**config.mk**
```make
export PLATFORM = sky130hd
export DESIGN_NAME = alu_arbiter
export DESIGN_NICKNAME = d
export VERILOG_FILES = /design/src/rtl/alu_pkg.sv /design/src/rtl/alu_arbiter_rr_picker.sv /design/src/rtl/alu_arbiter.sv
export SDC_FILE = /design/constraint.sdc
export NUM_CORES = 1
export LEC_CHECK = 0
export ABC_AREA = 1
export ABC_CLOCK_PERIOD_IN_PS = 1800
export CAP_MARGIN = 20
export CORE_UTILIZATION = 23
export CTS_CLUSTER_DIAMETER = 60
export DETAILED_ROUTE_END_ITERATION = 10
export GPL_TIMING_DRIVEN = 0
export PLACE_DENSITY = 0.5
export SETUP_SLACK_MARGIN = 0.02
export SYNTH_ARGS = -nofsm -noshare
export SYNTH_HDL_FRONTEND = slang
export SYNTH_SLANG_ARGS = --single-unit
```
**constraint.sdc**
```tcl
create_clock -name clk -period 1.8 [get_ports clk]
set_input_delay 0.27 -clock clk [delete_from_list [all_inputs] [get_ports clk]]
set_output_delay 0.27 -clock clk [all_outputs]
set_load 0.01 [all_outputs]
```
**src/rtl/alu_pkg.sv**
```systemverilog
// Shared definitions for the ALU and its requester arbiter: opcodes, FSM encoding, width helper.
package alu_pkg;

  localparam logic [3:0] ALU_AND = 4'b0000;
  localparam logic [3:0] ALU_OR  = 4'b0001;
  localparam logic [3:0] ALU_ADD = 4'b0010;
  localparam logic [3:0] ALU_SUB = 4'b0110;
  localparam logic [3:0] ALU_SLT = 4'b0111;
  localparam logic [3:0] ALU_XOR = 4'b1001;

  typedef enum logic [1:0] {
    IDLE = 2'd0,
    EXEC = 2'd1,
    RESP = 2'd2
  } arb_state_t;

  // Index width for n requesters; a single requester still needs one bit.
  function automatic int id_width(input int n);
    return (n > 1) ? $clog2(n) : 1;
  endfunction

endpackage

```
**src/rtl/alu_arbiter_rr_picker.sv**
```systemverilog
// Round-robin priority encoder: first asserted request after 'last', wrapping modulo NUM_REQ.
module rr_picker #(
  parameter int NUM_REQ = 2,
  parameter int ID_W    = 1
) (
  input  logic [NUM_REQ-1:0] req,
  input  logic [ID_W-1:0]    last,
  output logic [ID_W-1:0]    grant,
  output logic               any
);

  logic [ID_W-1:0] idx;

  // Scan last+1 .. last+NUM_REQ; the first hit wins, so 'last' itself has lowest priority.
  always_comb begin
    // NOTE: every output gets a default before the loop so no path leaves it unassigned (no latch).
    grant = '0;
    any   = 1'b0;
    idx   = '0;
    for (int off = 1; off <= NUM_REQ; off++) begin
      idx = ID_W'((int'(last) + off) % NUM_REQ);
      if (!any && req[idx]) begin
        any   = 1'b1;
        grant = idx;
      end
    end
  end

endmodule

```
**src/rtl/alu_arbiter.sv**
```systemverilog
// Shares one combinational ALU among NUM_REQ requesters with round-robin grant and a
// valid/ready response channel carrying result, zero flag and owner ID.
module alu_arbiter
  import alu_pkg::*;
#(
  parameter  int ANCHO_BUS = 32,
  parameter  int NUM_REQ   = 2,
  localparam int ID_W      = id_width(NUM_REQ)
) (
  input  logic                          clk,
  input  logic                          rst_n,
  input  logic [NUM_REQ-1:0]            req_valid,
  output logic [NUM_REQ-1:0]            req_ready,
  input  logic [NUM_REQ*ANCHO_BUS-1:0]  req_data1,
  input  logic [NUM_REQ*ANCHO_BUS-1:0]  req_data2,
  input  logic [NUM_REQ*4-1:0]          req_op,
  output logic [ANCHO_BUS-1:0]          alu_data1,
  output logic [ANCHO_BUS-1:0]          alu_data2,
  output logic [3:0]                    alu_op,
  input  logic [ANCHO_BUS-1:0]          alu_result,
  input  logic                          alu_zero,
  output logic                          rsp_valid,
  input  logic                          rsp_ready,
  output logic [ID_W-1:0]               rsp_id,
  output logic [ANCHO_BUS-1:0]          rsp_result,
  output logic                          rsp_zero,
  output logic                          busy
);

  arb_state_t            state_q, state_d;
  logic [ID_W-1:0]       last_grant;
  logic [ID_W-1:0]       id_reg;
  logic [ID_W-1:0]       grant;
  logic                  any_req;
  logic                  grant_en;
  logic                  do_grant;

  logic [ANCHO_BUS-1:0]  d1 [NUM_REQ];
  logic [ANCHO_BUS-1:0]  d2 [NUM_REQ];
  logic [3:0]            op [NUM_REQ];

  // Unpack the flat request buses so the granted slice is a plain array index.
  for (genvar i = 0; i < NUM_REQ; i++) begin : g_unpack
    assign d1[i] = req_data1[i*ANCHO_BUS +: ANCHO_BUS];
    assign d2[i] = req_data2[i*ANCHO_BUS +: ANCHO_BUS];
    assign op[i] = req_op[i*4 +: 4];
  end

  rr_picker #(
    .NUM_REQ (NUM_REQ),
    .ID_W    (ID_W)
  ) u_picker (
    .req   (req_valid),
    .last  (last_grant),
    .grant (grant),
    .any   (any_req)
  );

  // A grant can only happen when the ALU input registers are free to be reloaded.
  assign grant_en = (state_q == IDLE) || ((state_q == RESP) && rsp_ready);
  assign do_grant = grant_en && any_req;
  assign busy     = (state_q != IDLE);

  // One-hot accept towards the winning requester, only in the grant cycle.
  always_comb begin
    req_ready = '0;
    if (do_grant) req_ready[grant] = 1'b1;
  end

  // Next-state logic: IDLE -> EXEC on grant, EXEC -> RESP, RESP drains or chains a new grant.
  always_comb begin
    state_d = state_q;
    case (state_q)
      IDLE:    if (do_grant) state_d = EXEC;
      EXEC:    state_d = RESP;
      RESP:    if (rsp_ready) state_d = do_grant ? EXEC : IDLE;
      default: state_d = IDLE;
    endcase
  end

  // State, ALU operand registers and response registers; reset drops any in-flight work.
  always_ff @(posedge clk or negedge rst_n) begin
    if (!rst_n) begin
      state_q    <= IDLE;
      alu_data1  <= '0;
      alu_data2  <= '0;
      alu_op     <= '0;
      last_grant <= ID_W'(NUM_REQ - 1);
      id_reg     <= '0;
      rsp_valid  <= 1'b0;
      rsp_id     <= '0;
      rsp_result <= '0;
      rsp_zero   <= 1'b0;
    end else begin
      // NOTE: non-blocking so every register samples pre-edge values, independent of statement order.
      state_q <= state_d;
      if (do_grant) begin
        alu_data1  <= d1[grant];
        alu_data2  <= d2[grant];
        alu_op     <= op[grant];
        last_grant <= grant;
        id_reg     <= grant;
      end
      if (state_q == EXEC) begin
        rsp_result <= alu_result;
        rsp_zero   <= alu_zero;
        rsp_id     <= id_reg;
        rsp_valid  <= 1'b1;
      end else if ((state_q == RESP) && rsp_ready) begin
        rsp_valid  <= 1'b0;
      end
    end
  end

endmodule

```
==> results of run 1 <==
==> layout by cell type, fill, tap and decap left out, types with 2 or more instances in the layout <==
cell type        netlist  layout
buf_1                  2       2
buf_2                 20      20
buf_4                 12      20
buf_6                  3       4
clkbuf_1              10      10
clkbuf_16              0       9
clkdlybuf4s50_1        0     273
dfrtp_1              106     106
dlygate4sd2_1          0       2
inv_1                  7       6
inv_8                  0       2
nand2_1              414     413
nand2_2                4       2
nand2_4                0       2
nand3_1              102     102
nor2_1                 3       2
nor2_4                 1       2
==> worst min path at each step <==
stage	cells past startpoint	to	slack [ps]
finish	2	alu_data2[13]$_DFFE_PN0N_	370
global route	2	alu_data2[13]$_DFFE_PN0N_	410
CTS	2	alu_data2[13]$_DFFE_PN0N_	370
detailed placement	1	alu_data2[13]$_DFFE_PN0N_	190
global placement	2	rsp_zero$_DFFE_PN0P_	450
floorplan	0	alu_data1[0]$_DFFE_PN0N_	-30
==> synthesized netlist by cell type, drive strengths merged <==
cell type	number
nand2	418
dfrtp	106
nand3	102
buf	37
clkbuf	10
inv	7
nor2	5
a21oi	2
o21ai	2
dfstp	1
nor3	1
==> timing repair <==
action,CTS,global route
endpoints found under the hold margin,33,0
setup endpoints to repair,3,3
hold buffers,1,0
buffers inserted,5,4
pin swaps,3,1
gates resized for setup,25,0
==> where the power goes <==
part | total [W] | switching, W | leakage (nW) | internal (W)
registers | 0.00416 | 0.000612 | 1.32 | 0.00355
clock network | 0.00215 | 0.00103 | 0.153 | 0.00112
logic | 0.00645 | 0.00320 | 2.85 | 0.00324
total | 0.0128 | 0.00484 | 4.33 | 0.00792
==> worst register-to-register path: stages (launching register included) <==
cell     delay, ps
dfstp_2        560
nand2_4         70
nand2_4        100
buf_4          110
buf_4          150
buf_2          240
nand2_1         80
nand2_1         60
nand2_1         70
nand2_1         70
==> routing by layer <==
metal | wire [um] | share of wire, %
met3 | 1220 | 6.3
met5 | 0 | 0
met1 | 8450 | 44
met4 | 318 | 1.6
met2 | 9320 | 48
==> final cells by class <==
cell class	count	area share [%]
diodes	1	0.0287
plain buffers	45	3.12
clock buffers	9	2.59
clock inverters	7	1.08
inverters	7	0.302
multi-input cells	530	25.1
flip-flops and latches	107	30.8
well taps	280	4.02
repair buffers	289	33.0
==> logic make-up after synthesis <==
family / after synthesis
AOI/OAI and AO/OA: 4
and+or+nand+nor: 526
DFF: 107
buffers and inverters: 54
==> through the flow <==
step	std cells	total power, W
2_1_floorplan	691	0.00696
3_3_place_gp	1249	0.0106
3_5_place_dp	1250	0.0106
4_1_cts	1270	0.0130
5_1_grt	1275	0.0138
6_report	1275	0.0128
==> summary.txt, run 1 <==
status -> complete, no violations
Worst-path clk slew -> 70 ps
Hold Slack -> 369 ps
initial core utilization -> 23.5%
Critical Path End -> req_ready[0]
Critical Path Max Stage Delay -> 560 ps
simple-gate portion of the synthesized area -> 41.5%
register area share after synthesis -> 52.3%
Rows -> 54
Final Hold Fails -> 0
Final Slew Violations -> 0
routability cong. -> 0.760
area of the multi-input gates -> 2180 um^2
multiplexer share of the synthesized area -> 0%
P&R area growth vs syn -> 70.1%
CP cell instances -> nand2_4 -> nand2_4 -> buf_12 -> inv_1 -> nor2_1 -> buf_2
MaxCap Viol Count -> 0
synthesized cell area -> 5120 um^2
Min-Delay Path Class -> input pin to asynchronous set/reset pin
routing usage on met3 -> 4.61%
RSZ-0062 raised after global routing -> yes
reg2reg setup slack -> 270 ps
Sink Count -> 107
CP Launch Type -> register
htree depth -> 3
Design Area, Final -> 8710 um^2
largest cells by area after synthesis -> dfrtp_1, nand2_1, nand3_1, buf_2, buf_4
Synth area leader -> dfrtp_1
worst-case reg-to-reg path depth -> 9
Reg area -> 2680 um^2
Total GRT Usage -> 17.0%
per-cell routed wire length -> 15.1 um
critical path required time -> 1530 ps
reg-to-reg endpoint -> alu_data1[18]$_DFFE_PN0N_
Setup crit start -> last_grant$_DFFE_PN1N_
Die ar. -> 22,900 um^2
Crit. End Element -> output pin
initial DRC count -> 204
Worst Skew -> 11.8 ps
Yosys reg bits -> 107
LEAKAGE -> 4.33 nW
Crit-path slowest cell -> dfstp_2
largest family of logic cells by synthesized area -> simple AND/OR/NAND/NOR gates
core area -> 21,800 um^2
Worst Path Buf+Inv -> 3
total CTS buffers -> 9
Routed WL -> 19,300 um
initial antenna violation count -> 1
Die X -> 151 um
grt met1 use -> 21.8%
Clock Path Buffers -> 2
Levels on crit path -> 6
top flop regs -> alu_data1 (32), alu_data2 (32), rsp_result (32)
Tcrit/Tclk final -> 95.7%
compound-gate portion of the synthesized area -> 0.464%
Synth top area share -> 51.8%
HPWL Detailed -> 14,300 um
adder-cell area share of the yosys netlist -> 0%
setup ws final -> 76.5 ps
First-pass DRT Iterations -> 4
setup TNS -> 0 ps
total I/O pin count -> 280
Place WS -> -708 ps
Most Crowded Layer GR -> met2
syn_area_per_cell -> 7.41 um^2
Fillers -> 2,293
PD cells -> 1460 nW/um^2
r2r startpoint -> last_grant$_DFFE_PN1N_
share of layout cells above drive strength 1 -> 7.44%
# setup viols final -> 0
clk_lat worst skew -> 350 ps
IO Port Bufs -> 278
Synth Instances -> 691
DR vias -> 5,321
Syn Nets -> 865
nets -> 1,163
CTS tree -> built
family with the most delay on the worst path -> flip-flops
Fmax -> 580 MHz
Die Ht -> 151 um
clk root buf -> clkbuf_16
cell mode on critical path -> nand2_4
DRT antenna net count -> 0
Post-Synth XOR/XNOR Area -> 0%
VDD IR-drop max -> 0.495 mV
synth unique cells -> 18
first-pass GRT wire length -> 29,500 um
placed cell areas -> 8280 um^2
Ys Warns -> 0
crit path kind -> register to output pin
largest net degree at the start of global routing -> 75
final core utilization -> 39.9%
via/cell ratio -> 4.17
Slew Limit Headroom -> 63.5%
grt ovf -> 0
CP Max Fanout -> 2
DRC errors left -> 0
Worst Max-Slew Pin Slew -> 548 ps
min cycle time layout -> 1720 ps
vias in the first global route -> 5,166
crit path DAT -> 1450 ps
M2 GR Usage -> 27.6%
Note: power is estimated with default switching activity, not from simulation.
==> run 2: changes to the inputs <==
--- a/config.mk
+++ b/config.mk
@@ -11,6 +11,7 @@
 export CORE_UTILIZATION = 23
 export CTS_CLUSTER_DIAMETER = 60
 export DETAILED_ROUTE_END_ITERATION = 10
+export GPL_ROUTABILITY_DRIVEN = 0
 export GPL_TIMING_DRIVEN = 0
 export PLACE_DENSITY = 0.5
 export SETUP_SLACK_MARGIN = 0.02
==> results of run 2 <==
Final layout, timing and power as in run 1 (identical DEF).
